## config.mk

```make
export PLATFORM = sky130hd
export DESIGN_NAME = irq_encoder
export DESIGN_NICKNAME = d
export VERILOG_FILES = /design/src/rtl/irq_encoder.sv
export SDC_FILE = /design/constraint.sdc
export NUM_CORES = 1
export LEC_CHECK = 0
export ABC_CLOCK_PERIOD_IN_PS = 1600
export CELL_PAD_IN_SITES_DETAIL_PLACEMENT = 0
export CELL_PAD_IN_SITES_GLOBAL_PLACEMENT = 1
export CORE_ASPECT_RATIO = 0.8
export CORE_MARGIN = 4
export CORE_UTILIZATION = 33
export CTS_CLUSTER_SIZE = 28
export DETAILED_ROUTE_END_ITERATION = 8
export PLACE_DENSITY_LB_ADDON = 0.1
export RECOVER_POWER = 25
export SYNTH_ARGS = -nofsm -noshare
export SYNTH_HDL_FRONTEND = slang
export SYNTH_SLANG_ARGS = --single-unit
```

## constraint.sdc

```tcl
create_clock -name clk -period 1.6 [get_ports clk]
set_input_delay 0.24 -clock clk [delete_from_list [all_inputs] [get_ports clk]]
set_output_delay 0.24 -clock clk [all_outputs]
set_load 0.005 [all_outputs]
```

## src/rtl/irq_encoder.sv

```systemverilog
// irq_encoder: edge-captured pending lines, lowest unmasked index presented on Y with valid/ack.
// Optional dropped-event counter on MISS when IRQ_MISS_CNT_EN is defined.
module irq_encoder #(
  parameter int N = 8,
  parameter int W = 3
) (
  input  logic         clk,
  input  logic         rst_n,
  input  logic         enable,
  input  logic [N-1:0] REQ,
  input  logic         mask_we,
  input  logic [N-1:0] MASK_D,
  input  logic         ack,
  output logic [W-1:0] Y,
  output logic         valid,
  output logic [N-1:0] PEND,
  output logic [7:0]   MISS
);
  typedef enum logic {IDLE, BUSY} state_t;
  state_t state_q, state_d;
  logic [N-1:0] prev_q, pend_q, pend_d, mask_q, mask_d, rise, clr, cand;
  logic [W-1:0] y_q, y_d, sel;
  logic         grant;
  always_comb begin
    rise = REQ & ~prev_q;
    clr = (state_q == BUSY && ack) ? N'(1) << y_q : '0;
    // a new rise on a bit being acked keeps it pending
    pend_d = (pend_q & ~clr) | rise;
    mask_d = mask_we ? MASK_D : mask_q;
    cand = pend_q & ~mask_q;
    sel = '0;
    for (int i = N - 1; i >= 0; i--) sel = cand[i] ? W'(i) : sel;
    grant = state_q == IDLE && enable && |cand;
    y_d = grant ? sel : y_q;
  end
  always_comb begin
    state_d = state_q == IDLE ? (grant ? BUSY : IDLE) : (ack ? IDLE : BUSY);
  end
  always_comb begin
    valid = state_q == BUSY;
    Y = y_q;
    PEND = pend_q;
  end
  always_ff @(posedge clk) begin
    if (!rst_n) begin
      state_q <= IDLE;
      prev_q <= '0;
      pend_q <= '0;
      mask_q <= '0;
      y_q <= '0;
    end else begin
      state_q <= state_d;
      prev_q <= REQ;
      pend_q <= pend_d;
      mask_q <= mask_d;
      y_q <= y_d;
    end
  end
`ifdef IRQ_MISS_CNT_EN
  logic [7:0] miss_q, miss_d;
  logic       hit;
  always_comb begin
    hit = |(rise & pend_q & ~clr);
    miss_d = (hit && miss_q != 8'hFF) ? miss_q + 8'd1 : miss_q;
  end
  always_ff @(posedge clk) begin
    if (!rst_n) miss_q <= '0;
    else miss_q <= miss_d;
  end
  assign MISS = miss_q;
`else
  assign MISS = '0;
`endif
endmodule

```

==> results.py <==
metrics = {
    "clocking": {
        "clkTransAtPathRegs_ns": 0.10,
        "h-tree-depth": 1,
        "cts_buffer_depth": 2,
        "cts_resized": 0,
        "numCtsBuffers": 3,
        "clock-sinks": 28,
        "cts_tree": "built",
        "root_buffer": "clkbuf_8",
        "cts_setup_buffers": 0,
        "cts_hold_buf": 0,
        "clkLatencyLatePin_ns": 0.27,
    },
    "sta": {
        "timing.final.crit_share_pct": 92.9,
        "worst_slew_pin_slew_ns": 0.500,
        "setup_viol": 0,
        "finalWorstSetupSlack_ns": 0.113,
        "tns_ns": 0,
        "hold_viol": 0,
        "whs_ns": 0.502,
        "slew_headroom_pct": 66.6,
        "rsz0062_at_grt": "false",
        "slew_viol_final": 0,
        "finalCriticalPeriod_ns": 1.49,
        "max_freq_mhz": 673,
        "fin_worst_skew_ns": 0.00119,
    },
    "route": {
        "ant_nets": 0,
        "vias": 954,
        "drtPass1Iterations": 4,
        "first_iter_violations": 42,
        "viasPerCell": 4.68,
        "routedWlPerCell_um": 13.1,
        "wl_um": 2670,
        "drc": 0,
    },
    "logic_synthesis": {
        "syn_area_um2": 1240,
        "synth_top_family_by_area": "simple AND/OR/NAND/NOR gates",
        "synth_seq_cells": 28,
        "yosysWarnings": 0,
        "netlist_top_cells_count": "dfxtp_1, nand2b_1, buf_4, nor2b_1, o21ai_0",
        "seq_area_frac_synth_pct": 45.0,
        "post-synth-top-count-cell": "dfxtp_1",
        "syn_avg_cell_area_um2": 9.88,
        "yosys.area.top_type": "dfxtp_1",
        "synthFlopType": "dfxtp_1",
        "synth_fa_ha_area_share_pct": 0,
        "synth_compound_area_share_pct": 17.7,
        "ys_types": 31,
        "synth_mux_area_share_pct": 6.43,
        "synthCells": 126,
        "synthTopCellsByArea": "dfxtp_1, mux2i_1, buf_4",
        "synth-edff-count": 0,
        "yosys.area_share.simple_pct": 23.6,
        "synth_top_area_share_pct": 45.0,
        "synth_xor_area_share_pct": 0,
        "async_reset_ff_share_pct": 0,
    },
    "die": {
        "die_height_um": 62.9,
        "io_pins": 41,
        "start_util_pct": 35.4,
        "die_area_um2": 4830,
        "core-area_um2": 3520,
        "die_w_um": 76.7,
        "rows": 19,
    },
    "critical_path": {
        "max_stage_delay_ns": 0.54,
        "critPathLaunchType": "register",
        "critPathBufInv": 1,
        "critPathKind": "register to output pin",
        "worst_path_max_delay_cell": "clkdlybuf4s50_1",
        "cp_max_fo": 6,
        "path_cells": "clkdlybuf4s50_1",
        "crit_family": "buffers and inverters",
        "critPathCaptureType": "output pin",
        "crit_arrival_ns": 1.25,
        "cp.required_ns": 1.36,
    },
    "global_route": {
        "grt_max_degree": 17,
        "grt_pass1_vias": 947,
        "grt_use_total_pct": 11.6,
        "grt.overflow.total": 0,
        "grt_pass1_wl_um": 4480,
        "antenna_found_initial": 0,
    },
    "power": {
        "p_per_area_nw_per_um2": 974,
        "leakage_nw": 0.672,
        "ir_drop_mv": 0.599,
    },
    "placement": {
        "io_buffers": 32,
        "gp_congestion": 0.762,
        "pre_cts_ws_ns": 0.166,
        "dp_hpwl_um": 2110,
    },
    "flow_run": {
        "cap_violations": 0,
    },
    "finish": {
        "n_antenna_cell": 0,
        "nets": 184,
        "multi_input_area_um2": 624,
        "area_delta_synth_final_pct": 33.7,
        "regArea_um2": 562,
        "drive_above_1_share_pct": 8.02,
        "n_fill_cell": 355,
    },
    "worst_hold_path": {
        "hold_class": "register to register",
    },
    "outcome": {
        "outcome": "finished clean",
    },
}
layout by cell type, fill, tap and decap left out, drive strengths merged:
cell type       n
and2b           2
dfxtp          28
o311a           1
dlygate4sd3     1
a31oi           2
a21boi          8
o2111ai         1
nor2            1
inv             2
mux2i           8
and2            8
o32ai           1
buf             2
nor2b           9
conb            8
nor3b           1
o211a           1
o21a            2
clkdlybuf4s50  31
a21o            1
clkbuf          6
or2b            5
o31ai           2
nand3b          1
nand2           5
nand2b         12
bufinv          1
o21ai           9
o31a            1
nand3           2
sequential cells by signal (all words and copies together), names as in the netlist:
signal / cells
PEND: 8
prev_q: 8
Y: 3
valid: 1
mask_q: 8
worst paths after layout:
kind	startpoint	to	slack [ns]	depth (start not counted)
worst max-delay path	valid	valid	0.11	1
worst min-delay path	prev_q[6]	PEND[6]	0.50	2
worst max register to register	mask_q[3]	valid	0.28	4
worst min register to register	prev_q[6]	PEND[6]	0.50	2
cells by family (layout without fill, tap and decap cells):
family | after synthesis | after routing
compound gates | 29 | 29
flops | 28 | 28
other cells | 1 | 8
mux | 8 | 8
buf+inv | 14 | 43
simple gates | 46 | 46
power breakdown:
group | leakage, nW | internal (mW) | total [mW] | switching [mW]
logic | 0.404 | 0.170 | 0.279 | 0.109
clock network | 0.0357 | 0.335 | 0.558 | 0.223
registers | 0.233 | 0.746 | 0.784 | 0.0378
per-layer routing:
metal	global-route usage [%]	up-vias	wire length, um
met5	0	-	0
met4	2.71	0	17
met3	4.61	2	189
met2	17.7	31	1150
met1	15.2	437	1320
li1	-	484	-
stage by stage:
step                cells  instance area (um2)  total power [mW]  util, %
floorplan             133                 1270             0.950        -
global placement      200                 1600              1.08     45.6
detailed placement    200                 1600              1.08     45.6
CTS                   204                 1670              1.65     47.6
global route          204                 1660              1.70     47.3
finish                204                 1660              1.62     47.3
area by class of cell:
| class | instances | area share [%] |
|---|---|---|
| clock buffers | 3 | 2.48 |
| clock inverters | 1 | 1.80 |
| inverters | 2 | 0.451 |
| multi-input cells | 91 | 37.5 |
| flip-flops and latches | 28 | 33.8 |
| well taps | 42 | 3.16 |
| repair buffers | 37 | 20.8 |
Note: power is estimated with default switching activity, not from simulation.
